===== src/rtl/uart_tx_fifo.sv =====
// Buffered 8N1 UART transmitter. Bytes enter a small FIFO over a valid/ready
// handshake and are serialised LSB first, back-to-back, at a fixed baud rate.
module uart_tx_fifo #(
    parameter int CLK_MHZ = 50,
    parameter int BAUD    = 115200,
    parameter int DEPTH   = 8
) (
    input  logic                   clk,
    input  logic                   rst_n,
    input  logic [7:0]             tx_data,
    input  logic                   tx_valid,
    output logic                   tx_ready,
    output logic                   tx,
    output logic                   busy,
    output logic [$clog2(DEPTH):0] fifo_count
);
    localparam int DIV = (CLK_MHZ * 1_000_000) / BAUD;
    localparam int AW  = $clog2(DEPTH);
    localparam int CW  = AW + 1;
    localparam int BW  = (DIV > 1) ? $clog2(DIV) : 1;
    localparam logic [CW-1:0] FULL      = CW'(DEPTH);
    localparam logic [BW-1:0] BAUD_LAST = BW'(DIV - 1);

    generate
        if (DIV < 2) begin : g_bad_div
            $error("uart_tx_fifo: clock/baud ratio must be at least 2");
        end
    endgenerate

    typedef enum logic [1:0] {IDLE, START, DATA, STOP} state_t;

    state_t        state, state_next;
    logic [7:0]    mem [DEPTH];
    logic [AW-1:0] wr_ptr, rd_ptr;
    logic [CW-1:0] count;
    logic [7:0]    shift, shift_next;
    logic [2:0]    bit_idx, bit_next;
    logic [BW-1:0] baud_cnt, baud_next;
    logic          tx_next;
    logic          push, pop, baud_done;

    assign tx_ready   = (count != FULL);
    assign push       = tx_valid && tx_ready;
    assign fifo_count = count;
    assign busy       = (state != IDLE) || (count != '0);
    assign baud_done  = (baud_cnt == BAUD_LAST);

    // tx is registered from the current state, so the line lags the FSM by one cycle.
    always_comb begin
        state_next = state;
        shift_next = shift;
        bit_next   = bit_idx;
        baud_next  = baud_cnt;
        pop        = 1'b0;
        tx_next    = 1'b1;
        case (state)
            IDLE: begin
                if (count != '0) begin
                    pop        = 1'b1;
                    shift_next = mem[rd_ptr];
                    baud_next  = '0;
                    state_next = START;
                end
            end
            START: begin
                tx_next = 1'b0;
                if (baud_done) begin
                    baud_next  = '0;
                    bit_next   = '0;
                    state_next = DATA;
                end else begin
                    baud_next = baud_cnt + BW'(1);
                end
            end
            DATA: begin
                tx_next = shift[0];
                if (baud_done) begin
                    baud_next  = '0;
                    shift_next = {1'b0, shift[7:1]};
                    if (bit_idx == 3'd7) begin
                        state_next = STOP;
                    end else begin
                        bit_next = bit_idx + 3'd1;
                    end
                end else begin
                    baud_next = baud_cnt + BW'(1);
                end
            end
            STOP: begin
                tx_next = 1'b1;
                if (baud_done) begin
                    baud_next = '0;
                    // Popping here chains the next start bit with no idle gap.
                    if (count != '0) begin
                        pop        = 1'b1;
                        shift_next = mem[rd_ptr];
                        state_next = START;
                    end else begin
                        state_next = IDLE;
                    end
                end else begin
                    baud_next = baud_cnt + BW'(1);
                end
            end
            default: state_next = IDLE;
        endcase
    end

    always_ff @(posedge clk) begin
        if (!rst_n) begin
            state    <= IDLE;
            shift    <= '0;
            bit_idx  <= '0;
            baud_cnt <= '0;
            tx       <= 1'b1;
            wr_ptr   <= '0;
            rd_ptr   <= '0;
            count    <= '0;
        end else begin
            state    <= state_next;
            shift    <= shift_next;
            bit_idx  <= bit_next;
            baud_cnt <= baud_next;
            tx       <= tx_next;
            if (push) begin
                wr_ptr <= wr_ptr + AW'(1);
            end
            if (pop) begin
                rd_ptr <= rd_ptr + AW'(1);
            end
            case ({push, pop})
                2'b10:   count <= count + CW'(1);
                2'b01:   count <= count - CW'(1);
                default: count <= count;
            endcase
        end
    end

    always_ff @(posedge clk) begin
        if (rst_n && push) begin
            mem[wr_ptr] <= tx_data;
        end
    end

endmodule


===== config.mk =====
export PLATFORM = sky130hd
export DESIGN_NAME = uart_tx_fifo
export DESIGN_NICKNAME = d
export VERILOG_FILES = /design/src/rtl/uart_tx_fifo.sv
export SDC_FILE = /design/constraint.sdc
export NUM_CORES = 1
export LEC_CHECK = 0
export ABC_AREA = 1
export CAP_MARGIN = 20
export CORE_MARGIN = 2
export CORE_UTILIZATION = 60
export CTS_BUF_LIST = sky130_fd_sc_hd__clkbuf_16
export DETAILED_ROUTE_END_ITERATION = 8
export PLACE_DENSITY = 0.83
export SLEW_MARGIN = 20
export SYNTH_ARGS = -nofsm -noshare
export SYNTH_HDL_FRONTEND = slang
export SYNTH_SLANG_ARGS = --single-unit

===== constraint.sdc =====
create_clock -name clk -period 2.7 [get_ports clk]
set_input_delay 0.54 -clock clk [delete_from_list [all_inputs] [get_ports clk]]
set_output_delay 0.54 -clock clk [all_outputs]
set_load 0.03 [all_outputs]

### Word level (Yosys, flattened, before mapping)

Memory sizes are Yosys's and may differ from the RTL's. A register that Yosys moved wholly into a read port is not among the register bits.
Index checks and enable logic that the tools add are counted.
Widths: inputs -> output; s select.

| storage, ports and cells | value |
|---|---|
| register bits after elaboration | 33 |
| memories | 1 |
| word-level logic and storage cells | 69 |
| RAM bits | 64 |
| bits of input ports | 11 |
| output and inout bits | 7 |

| cells by class | value |
|---|---|
| mux-type cells | 27 |
| reduce and logical (&&, ||, !) cells | 13 |
| equal/unequal tests | 14 |
| add/subtract/negate cells | 6 |

Memories:

| name | words | bits a word | rd ports | clocked after memory_dff | wr ports | line | text |
|---|---|---|---|---|---|---|---|
| mem | 8 | 8 | 1 | 1 | 1 | 33 | `logic [7:0] mem [DEPTH];` |

Operators with widths:

| kind | count |
|---|---|
| $mux 8 | 3 |
| $pmux 8 s3 | 1 |
| $mux 9 | 2 |
| $pmux 9 s2 | 1 |
| $mux 3 | 5 |
| $ne 2x2->1 const B | 6 |
| $mux 2 | 5 |
| $add 3x1->3 const B | 3 |
| $add 9x1->9 const B | 1 |
| $eq 9x9->1 const B | 1 |
| $pmux 2 s4 | 1 |
| $pmux 4 s2 | 1 |
| $eq 2x2->1 const B | 3 |
| $pmux 3 s2 | 1 |
| $reduce_bool 2->1 | 3 |
| $mux 1 | 5 |
| $reduce_and 5->1 | 1 |
| $add 4x1->4 const B | 1 |
| $eq 2x1->1 const B | 2 |
| $ne 4x4->1 const B | 1 |
| $pmux 1 s2 | 2 |
| $reduce_and 4->1 | 1 |
| $reduce_bool 4->1 | 1 |
| $sub 4x1->4 const B | 1 |
| 7 further kinds | 8 |

### Depth between registers and ports, before layout

Gate-level depths: netlist of the first run.

| logic depth | value |
|---|---|
| word-level depth | 6 |
| depth in mapped cells | 15 |

### Least setup slack after synthesis of the first run

Ideal clock, no wire load.

| timing path | value |
|---|---|
| path type | register -> register |
| start point | register count[2] (netlist: fifo_count[2]) |
| end point | memory mem[0][0], enable pin |
| cell stages (with the launch flop) | 7 |
| setup slack | 0.300 ns |
| data required time | 2.317 ns |
| period minus slack after synthesis | 2.400 ns |
| buffers on the path | 0 |
| data arrival time | 2.017 ns |
| setup time | 0.383 ns |
| cell sequence | dfxtp_1 > inv_1 > nand3_1 > nand2_1 > nor2_1 > inv_1 > nor3_1 |

| on the way | value |
|---|---|
| longest elaborated chain between the ends | 5 |

RTL lines:

| what | line | text |
|---|---|---|
| start, declared | 35 | `logic [CW-1:0] count;` |
| start signal, assigned | 132 | `2'b10: count <= count + CW'(1);` |
| start signal, assigned | 133 | `2'b01: count <= count - CW'(1);` |
| start signal, assigned | 134 | `default: count <= count;` |
| $ne 4x4->1 | 42 | `assign tx_ready = (count != FULL);` |
| net tx_ready | 12 | `output logic tx_ready,` |
| $logic_and 1x1->1 | 43 | `assign push = tx_valid && tx_ready;` |
| $logic_and 1x1->1 | 140 | `if (rst_n && push) begin` |
| $mux 1 | 140 |  |
| $mux 1 (implied by the code) | 141 | `mem[wr_ptr] <= tx_data;` |
| end, declared | 33 |  |

The timed path passes the listed nets, and every way through them passes these cells.

### Worst setup path in the final report of the first run

| timing path | value |
|---|---|
| start point | register state[0] |
| end point | output busy |

| on the way | value |
|---|---|
| longest elaborated chain between the ends | 2 |

RTL lines:

| what | line | text |
|---|---|---|
| start, declared | 32 | `state_t state, state_next;` |
| start signal, assigned | 120 | `state <= state_next;` |
| $reduce_bool 2->1 | 45 | `assign busy = (state != IDLE) \|\| (count != '0);` |
| $logic_or 1x1->1 | 45 |  |
| end, declared | 14 | `output logic busy,` |

Every way passes these cells.

==> metrics, run 1 <==
outcome finished, final reports clean; CP Capture Type primary output; most common library cells after synthesis 120 x nand2_1, 68 x nand3_1, 64 x edfxtp_1; Die Y 90.1 um; mean routed wirelength per cell 15.1 um; footprint of the multi-input gates 0.00161 sq mm; clock-pin slew on the worst setup and hold paths 0.07 ns; CORE AREA 0.00721 sq mm; metal3 WL 545 um; vias in the first global route 3184; Nets 520; worst-skew pair later-pin latency 0.34 ns; final HPWL from detailed placement 5.81 mm; switch share 38.7%; Iteration-0 DRC Markers 279; CTS Sinks 100; Via density 5.48; Critical Path Fanout Max 6; Pins Over Slew Limit 0; top cell type's share of synthesized area 43.2%; Synth cell types 31; Worst Path Required 2.16 ns; # diodes 0; Mapped Nets 496; static leakage 1.99 nW; Syn Inst Count 471; most numerous cell in the Yosys netlist nand2_1; fmax 0.392 GHz; Filler cells 538; sequential area share after synthesis 59.4%; RSZ-0062 raised after global routing no; num ports 18; Die Area 0.00812 sq mm; maximum VDD drop 0.507 mV; post-route minimum period 2.55 ns; Hold WC Path Type reg -> reg; combinational fraction of design power 35.8%; Max transition margin 36.9%; fin crit share 94.4%; final core utilization 70.1%; buffers inserted by post-CTS timing repair 0; Final Hold Vio Count 0; met1 WL 3.75 mm; Tightest Pin Transition 0.946 ns; Post-CTS Hold Fix Bufs 0; Final TNS setup 0 ns; Main synth FF type edfxtp_1; Final setup viols 0; post-route ant nets 0; Root Buffer clkbuf_16; Sequential Area 0.00264 sq mm; GRT overflow 0; Final Wtd Congestion 0.841; CTS Buffer Depth 2; Int Power 0.00304 W; fraction of layout instances using a drive strength above 1 9.00%; num rows 31; global-route wire length before repair 14.9 mm; design area 0.00506 sq mm; Switch Pwr 0.00192 W; startpoint type of the worst setup path flop; asr flop ratio synth 0%; Routed WL 9.03 mm; clock buffer count from CTS 9; #FFs+latches synth 100; initial core utilization 61.6%; # resized after CTS 1; number of synthesized flops with an enable pin 64; total number of H-tree levels 3; CTS tree yes; Clock Skews 0.00635 ns; max incr delay on CP 0.42 ns; die width 90.1 um; power share of the sequential group 38.4%; Reg2Reg Setup Slack 0.26 ns; crit-path most repeated cell inv_1; PwrDens 982 mW/mm^2; Total GRT Usage 23.3%; Yosys Warn Count 0; input/output buffers 17; crit-path cells inv_1 > ha_1 > inv_1 > nor2_2 > inv_1 > dlygate4sd2_1; max cap viols 0; DRC violations left 0; Cell Area, Placed 0.00476 sq mm; Synth area leaders edfxtp_1 43%, dfxtp_1 16%, nand2_1 10%; syn_area_per_cell 9.44 sq um; Initial DRT Pass Iterations 5; largest net degree at the start of global routing 33; met2 wire length 4.61 mm; DR vias 3285; Clock power frac 25.7%; synthesized area 0.00445 sq mm; Area growth syn-to-layout 13.7%; initial antenna violation count 0; area leader, netlist edfxtp_1; Max stage delay cell, worst path dlygate4sd2_1; Crit Path Category reg -> out; WP data arrival 2.01 ns; top sig layer met4
[path summary, 6_finish.rpt]
| path | startpoint | to | depth (start not counted) |
|---|---|---|---|
| worst max-delay path | state[0] | busy | 6 |
| worst min-delay path | shift[3] | shift[3] | 2 |
| worst max register to register | state[0] | fifo_count[3] | 11 |
| worst min register to register | shift[3] | shift[3] | 2 |
[cells by family after synthesis]
logic type | count (synthesis) | synth area share, %
simple gates | 261 | 26.1
buf+inv | 47 | 4.30
compound gates | 45 | 5.46
xor+xnor | 4 | 0.788
fa+ha+maj | 14 | 3.94
flops | 100 | 59.4
[per-layer routing]
| metal | track usage [%] | up-vias |
|---|---|---|
| met5 | 0 | - |
| met4 | 6.79 | 0 |
| met3 | 5.87 | 17 |
| met2 | 41.0 | 87 |
| met1 | 28.5 | 1541 |
| li1 | - | 1640 |
[flip-flops by register name, indices dropped and copies added, names as in the netlist, named ones only]
| name | flops |
|---|---|
| tx | 1 |
| fifo_count | 4 |
| wr_ptr | 3 |
| state | 2 |
| shift | 8 |
| bit_idx | 3 |
| baud_cnt | 9 |
| mem | 64 |
| rd_ptr | 3 |
[area by class of cell]
type                       count  share of cell area [%]
clock buffer                   9                    4.45
clock inverter                 7                    1.53
inverter                      31                    2.30
multi-input combinational    324                    31.9
sequential                   100                    52.3
tap                           99                    2.45
timing repair buffer          29                    5.12
[power by group through the flow]
stage	Clock, W	Sequential [W]	Combinational, W
final	0.00128	0.00191	0.00178
after floorplan	0	0.00197	0.00131
after global placement	0	0.00193	0.00168
after global routing	0.00134	0.00193	0.00199
after detailed placement	0	0.00194	0.00176
after CTS	0.00130	0.00191	0.00177
[per-stage QoR]
step	total power, W	instances	hold WS (ns)	worst slack, ns
6_report	0.00497	599	0.466	0.152
5_1_grt	0.00527	599	0.495	0.0120
4_1_cts	0.00497	599	0.469	0.161
3_5_place_dp	0.00370	583	0.457	0.266
3_3_place_gp	0.00361	583	0.452	0.346
2_1_floorplan	0.00328	471	0.444	0.300
[placed cells by master, fill, tap and decap left out, types with 2 or more instances in the layout]
| master | synthesis | routed |
|---|---|---|
| clkbuf_16 | 0 | 9 |
| inv_8 | 0 | 4 |
| inv_2 | 2 | 2 |
| ha_1 | 14 | 14 |
| clkdlybuf4s50_1 | 0 | 16 |
| o21ai_0 | 14 | 14 |
| o22ai_1 | 2 | 2 |
| inv_1 | 29 | 29 |
| nand3b_1 | 2 | 2 |
| buf_4 | 0 | 12 |
| nand3_1 | 68 | 68 |
| nor2_2 | 4 | 4 |
| nor2_1 | 45 | 45 |
| nand2_1 | 120 | 120 |
| dfxtp_1 | 36 | 36 |
| edfxtp_1 | 64 | 64 |
| nand2_4 | 5 | 5 |
| nand4_1 | 3 | 3 |
| xor2_1 | 3 | 3 |
| or2_2 | 2 | 2 |
| a21oi_2 | 2 | 2 |
| nor3_1 | 7 | 7 |
| a21oi_1 | 25 | 25 |
[worst max-delay path: cells and delay by family, from the launching register on]
kind	cells	cell delay [ns]
simple gates	1	0.12
buf+inv	4	0.92
flops	1	0.40
fa+ha+maj	1	0.23
Power figures use the tool's default switching activity.
==> run 2, diff against run 1 <==
--- a/config.mk
+++ b/config.mk
@@ -8,10 +8,10 @@
 export ABC_AREA = 1
 export CAP_MARGIN = 20
 export CORE_MARGIN = 2
-export CORE_UTILIZATION = 60
+export CORE_UTILIZATION = 55
 export CTS_BUF_LIST = sky130_fd_sc_hd__clkbuf_16
 export DETAILED_ROUTE_END_ITERATION = 8
-export PLACE_DENSITY = 0.83
+export PLACE_DENSITY = 0.77
 export SLEW_MARGIN = 20
 export SYNTH_ARGS = -nofsm -noshare
 export SYNTH_HDL_FRONTEND = slang
==> run 2 against run 1 <==
  * Clock-buffer cell count stayed put
  * Setup slack better by 0.00053 ns
  * Flip-flop and latch count stayed put
  * Worst hold slack better by 0.0014 ns
  * First-iteration DRC count is 42% lower
  * Via count is 0.70% higher
  * Core utilization is 4.9 points lower
  * Routed wire length is 0.28% higher
  * Maximum frequency hardly changed
  * Total power is 1.3% lower
  * Final cell count is 0.83% higher
  * Critical path type unchanged
==> metrics, run 2 (same netlist as run 1, synthesis figures left out) <==
outcome finished, final reports clean (unchanged); initial antenna violation count 0 (unchanged); max cap viols 0 (unchanged); crit-path most repeated cell inv_1 (unchanged); Switch Pwr 0.00188 W (was 0.00192 W); Clock power frac 25.0% (was 25.7%); vias in the first global route 3262 (was 3184); Hold WC Path Type reg -> reg (unchanged); total number of H-tree levels 3 (unchanged); Die Area 0.00882 sq mm (was 0.00812 sq mm); Total GRT Usage 22.7% (was 23.3%); GRT overflow 0 (unchanged); post-route ant nets 0 (unchanged); fmax 0.393 GHz (was 0.392 GHz); num rows 32 (was 31); Hold WS 0.468 ns (was 0.466 ns); max reg flops 64 (unchanged); startpoint type of the worst setup path flop (unchanged); initial core utilization 57.2% (was 61.6%); Buf/Inv on CP 4 (unchanged); final core utilization 65.2% (was 70.1%); Top reg by flops mem (unchanged); switch share 38.3% (was 38.7%); largest net degree at the start of global routing 33 (unchanged); Largest delay share family, worst path buffers and inverters (unchanged); global-route wire length before repair 15.2 mm (was 14.9 mm); die width 93.9 um (was 90.1 um); most frequent cells in the layout 120 x nand2_1, 68 x nand3_1, 64 x edfxtp_1 (unchanged); mean routed wirelength per cell 15.0 um (was 15.1 um); Final setup viols 0 (unchanged); Final Wtd Congestion 0.830 (was 0.841); Routed WL 9.06 mm (was 9.03 mm); input/output buffers 17 (unchanged); CTS tree yes (unchanged); worst-skew pair later-pin latency 0.35 ns (was 0.34 ns); Root Buffer clkbuf_16 (unchanged); Max transition margin 32.5% (was 36.9%); CP Capture Type primary output (unchanged); fraction of layout instances using a drive strength above 1 9.36% (was 9.00%); Area growth syn-to-layout 13.8% (was 13.7%); combinational fraction of design power 36.1% (was 35.8%); max incr delay on CP 0.42 ns (about the same); fin crit share 94.4% (about the same); maximum VDD drop 0.655 mV (was 0.507 mV); Filler cells 601 (was 538); post-route minimum period 2.55 ns (about the same); design area 0.00506 sq mm (about the same); num ports 18 (unchanged); # diodes 0 (unchanged); Cell Area, Placed 0.00477 sq mm (was 0.00476 sq mm); Reg2Reg Setup Slack 0.31 ns (was 0.26 ns); Crit Path Category reg -> out (unchanged); DRC violations left 0 (unchanged); Nets 522 (was 520); crit-path cells inv_1 > ha_1 > inv_1 > nor2_2 > inv_1 > dlygate4sd2_1 (unchanged); CORE AREA 0.00777 sq mm (was 0.00721 sq mm); Tightest Pin Transition 1.01 ns (was 0.946 ns); most common cell after layout, fill and taps aside nand2_1 (unchanged); Tot Pwr 0.00490 W (was 0.00497 W); Final TNS setup 0 ns (unchanged); buffers inserted by post-CTS timing repair 0 (unchanged); RSZ-0062 raised after global routing no (unchanged); Die Y 93.9 um (was 90.1 um); static leakage 1.99 nW (about the same); clock-pin slew on the worst setup and hold paths 0.06 ns (was 0.07 ns); Max stage delay cell, worst path dlygate4sd2_1 (unchanged); Int Power 0.00303 W (was 0.00304 W); Critical Path Fanout Max 6 (unchanged); clock buffer count from CTS 9 (unchanged); Iteration-0 DRC Markers 161 (was 279); Pins Over Slew Limit 0 (unchanged); DR vias 3308 (was 3285); CTS Sinks 100 (unchanged); power share of the sequential group 38.9% (was 38.4%); Via density 5.48 (about the same); Final Hold Vio Count 0 (unchanged); Worst Path Required 2.16 ns (about the same); Largest regs mem (64), baud_cnt (9), shift (8) (unchanged); WP data arrival 2.01 ns (about the same); Clock Skews 0.00770 ns (was 0.00635 ns); final HPWL from detailed placement 5.84 mm (was 5.81 mm); Initial DRT Pass Iterations 5 (unchanged); CTS Buffer Depth 2 (unchanged); PwrDens 969 mW/mm^2 (was 982 mW/mm^2)
[run 2: cell count changes in the layout (fill, tap and decap cells not counted), sizes merged]
cell,previous run,this run
buf,12,14
clkinv,2,1
clkinvlp,1,2
[run 2: power by group through the flow]
stage	Clock [W]	Combinational, W	Sequential, W
6_report	0.00123	0.00177	0.00191
5_1_grt	0.00129	0.00201	0.00193
4_1_cts	0.00124	0.00177	0.00191
3_5_place_dp	0	0.00175	0.00194
3_3_place_gp	0	0.00170	0.00193
2_1_floorplan	0	0.00131	0.00197
[run 2: layout make-up]
cell class | instances | area, sq um | area share (%)
clock buffers | 9 | 225 | 4.45
clock inverters | 7 | 63.8 | 1.26
inverters | 31 | 116 | 2.30
multi-input cells | 324 | 1610 | 31.9
flip-flops and latches | 100 | 2640 | 52.2
well taps | 102 | 128 | 2.52
repair buffers | 31 | 274 | 5.41
[run 2: metrics by stage]
stage | worst slack, ns | instances
after floorplan | 0.300 | 471
after global placement | 0.348 | 588
after detailed placement | 0.249 | 588
after CTS | 0.168 | 604
after global routing | 0.0322 | 604
final | 0.152 | 604
[run 2: what timing repair did]
item | CTS | global route
resized for setup | 1 | 0
hold buffers | 0 | 0
setup endpoints to repair | 1 | 0
[run 2: per-layer routing]
metal,global-route usage (%),up-vias,wire length [um]
met4,10.5,0,243
met3,6.02,24,536
met2,37.9,99,4440
li1,-,1639,-
met5,0,-,0
met1,27.5,1546,3840
[run 2: final timing paths]
check | start | end | cells after the start
worst min register to register | shift[3] | shift[3] | 2
worst max register to register | state[0] | fifo_count[2] | 14
worst max-delay path | state[0] | busy | 6
worst min-delay path | shift[3] | shift[3] | 2
[run 2: tightest hold or removal path, delay by kind of cell, from the launching register on]
kind	cells	cell delay, ns
compound gates	1	0.05
flops	1	0.31
simple gates	1	0.06
==> run 3, diff against run 2 <==
--- a/config.mk
+++ b/config.mk
@@ -12,6 +12,7 @@
 export CTS_BUF_LIST = sky130_fd_sc_hd__clkbuf_16
 export DETAILED_ROUTE_END_ITERATION = 8
 export PLACE_DENSITY = 0.77
+export RECOVER_POWER = 100
 export SLEW_MARGIN = 20
 export SYNTH_ARGS = -nofsm -noshare
 export SYNTH_HDL_FRONTEND = slang
==> run 3 against run 2 <==
  * Routed wire length fell by 0.30%
  * First-iteration DRC count rose by 3.1%
  * Critical path depth did not move
  * Sequential power barely moved
  * Clock-buffer cell count did not move
  * Die area did not move
  * Combinational power fell by 3%
  * Sequential share of layout area rose by 0.57 points
  * Clock skew barely moved
  * Register-to-register slack got worse by 0.04 ns
==> metrics, run 3 (same netlist as run 1, synthesis figures left out) <==
RR Startpoint state[0] (unchanged); Via density 5.50 (was 5.48); Iteration-0 DRC Markers 166 (was 161); Crit Path Category reg -> out (unchanged); Clock Skews 0.00803 ns (was 0.00770 ns); initial core utilization 57.2% (unchanged); Largest regs mem (64), baud_cnt (9), shift (8) (unchanged); num ports 18 (unchanged); Final TNS setup 0 ns (unchanged); CP Capture Type primary output (unchanged); global-route wire length before repair 15.2 mm (unchanged); final HPWL from detailed placement 5.84 mm (unchanged); Pins Over Slew Limit 0 (unchanged); clock-pin slew on the worst setup and hold paths 0.06 ns (about the same); hold endpoint shift[3] (unchanged); Area growth syn-to-layout 12.6% (was 13.8%); reg2reg end fifo_count[2] (unchanged); static leakage 1.95 nW (was 1.99 nW); Reg2Reg Setup Slack 0.27 ns (was 0.31 ns); pre-CTS WS 0.249 ns (unchanged); post-route ant nets 0 (unchanged); max reg flops 64 (unchanged); WP data arrival 2.01 ns (about the same); Final Hold Vio Count 0 (unchanged); non-filler cells, final 604 (unchanged); CTS Sinks 100 (unchanged); DR vias 3319 (was 3308); max cap viols 0 (unchanged); hold depth 2 (unchanged); outcome finished, final reports clean (unchanged); CTS tree yes (unchanged); PwrDens 969 mW/mm^2 (about the same); # diodes 0 (unchanged); Tightest Pin Transition 1.02 ns (was 1.01 ns); Total GRT Usage 22.7% (unchanged); Hold WC Path Type reg -> reg (unchanged); RSZ-0062 raised after global routing no (unchanged); most frequent cells in the layout 122 x nand2_1, 68 x nand3_1, 64 x edfxtp_1 (was 120 x nand2_1, 68 x nand3_1, 64 x edfxtp_1); worst-skew pair later-pin latency 0.35 ns (about the same); fin crit share 94.3% (was 94.4%); Final setup viols 0 (unchanged); # resized after CTS 1 (unchanged); Nets 522 (unchanged); post-route minimum period 2.55 ns (about the same); CORE AREA 0.00777 sq mm (unchanged); Post-CTS Hold Fix Bufs 0 (unchanged); Die Y 93.9 um (unchanged); vias in the first global route 3262 (unchanged); startpoint type of the worst setup path flop (unchanged); Worst Path Required 2.16 ns (about the same); initial antenna violation count 0 (unchanged); num rows 32 (unchanged); largest net degree at the start of global routing 33 (unchanged); GRT overflow 0 (unchanged); maximum VDD drop 0.653 mV (was 0.655 mV); Final Wtd Congestion 0.830 (unchanged); mean routed wirelength per cell 14.9 um (was 15.0 um); die width 93.9 um (unchanged); Hold WS 0.468 ns (about the same); most common cell after layout, fill and taps aside nand2_1 (unchanged); Max transition margin 32.0% (was 32.5%); input/output buffers 17 (unchanged); clock buffer count from CTS 9 (unchanged); Root Buffer clkbuf_16 (unchanged); Tot Pwr 0.00485 W (was 0.00490 W); min-delay src shift[3] (unchanged); Die Area 0.00882 sq mm (unchanged); fraction of layout instances using a drive strength above 1 6.57% (was 9.36%); Initial DRT Pass Iterations 5 (unchanged); DRC violations left 0 (unchanged); total number of H-tree levels 3 (unchanged); Routed WL 9.03 mm (was 9.06 mm); Top reg by flops mem (unchanged); worst reg2reg path depth 13 (was 14); Critical Path Fanout Max 6 (unchanged); CTS Buffer Depth 2 (unchanged); Final WS setup 0.154 ns (was 0.152 ns); placed cells 588 (unchanged); buffers inserted by post-CTS timing repair 0 (unchanged); fmax 0.393 GHz (about the same)
## run 3: cell types whose count changed in the layout (fill, tap and decap cells not counted), sizes merged
cell | previous run | this run
clkbuf | 9 | 19
clkdlybuf4s50 | 16 | 2
buf | 14 | 4
dlygate4sd3 | 0 | 14
## run 3: per-stage QoR
stage               utilization (%)  instance area (sq um)
floorplan                         -                   4450
global placement               61.5                   4770
CTS                            65.2                   5060
detailed placement             61.5                   4770
global route                   64.5                   5010
finish                         64.5                   5010
## run 3: final cells by class
class / instances / area [sq um]
fill: 620 / 2760
sequential: 100 / 2640
multi-input combinational: 324 / 1600
timing repair buffer: 31 / 236
clock buffer: 9 / 225
tap: 102 / 128
inverter: 31 / 116
clock inverter: 7 / 63.8
## run 3: worst max-delay path by stage
stage                  startpoint       endpoint  slack [ns]  depth (start not counted)
global placement         state[0]           busy        0.35                          6
floorplan           fifo_count[2]      mem[0][0]        0.30                          6
CTS                      state[0]           busy        0.17                          6
finish                   state[0]           busy        0.15                          6
detailed placement       state[0]           busy        0.25                          6
global route             state[0]  fifo_count[2]        0.02                         13
## run 3: critical path, cell delays in order, from the launching register on
cell and delay (ns):
dfxtp_1 0.38, inv_1 0.12, ha_1 0.23, inv_1 0.20, nor2_2 0.12, inv_1 0.19
dlygate4sd2_1 0.42
## run 3: per-layer routing
| metal | vias up | GRT usage [%] | part of all wire [%] |
|---|---|---|---|
| met1 | 1544 | 27.5 | 42 |
| li1 | 1640 | - | - |
| met4 | 0 | 10.5 | 2.4 |
| met3 | 20 | 6.02 | 6.2 |
| met2 | 115 | 37.9 | 49 |
| met5 | - | 0 | 0 |
## run 3: where the power goes
| part | total, W | leakage, nW | internal [W] | switching (W) |
|---|---|---|---|---|
| logic | 0.00172 | 0.940 | 0.000553 | 0.00117 |
| clock network | 0.00123 | 0.136 | 0.000645 | 0.000580 |
| registers | 0.00190 | 0.872 | 0.00180 | 0.000108 |
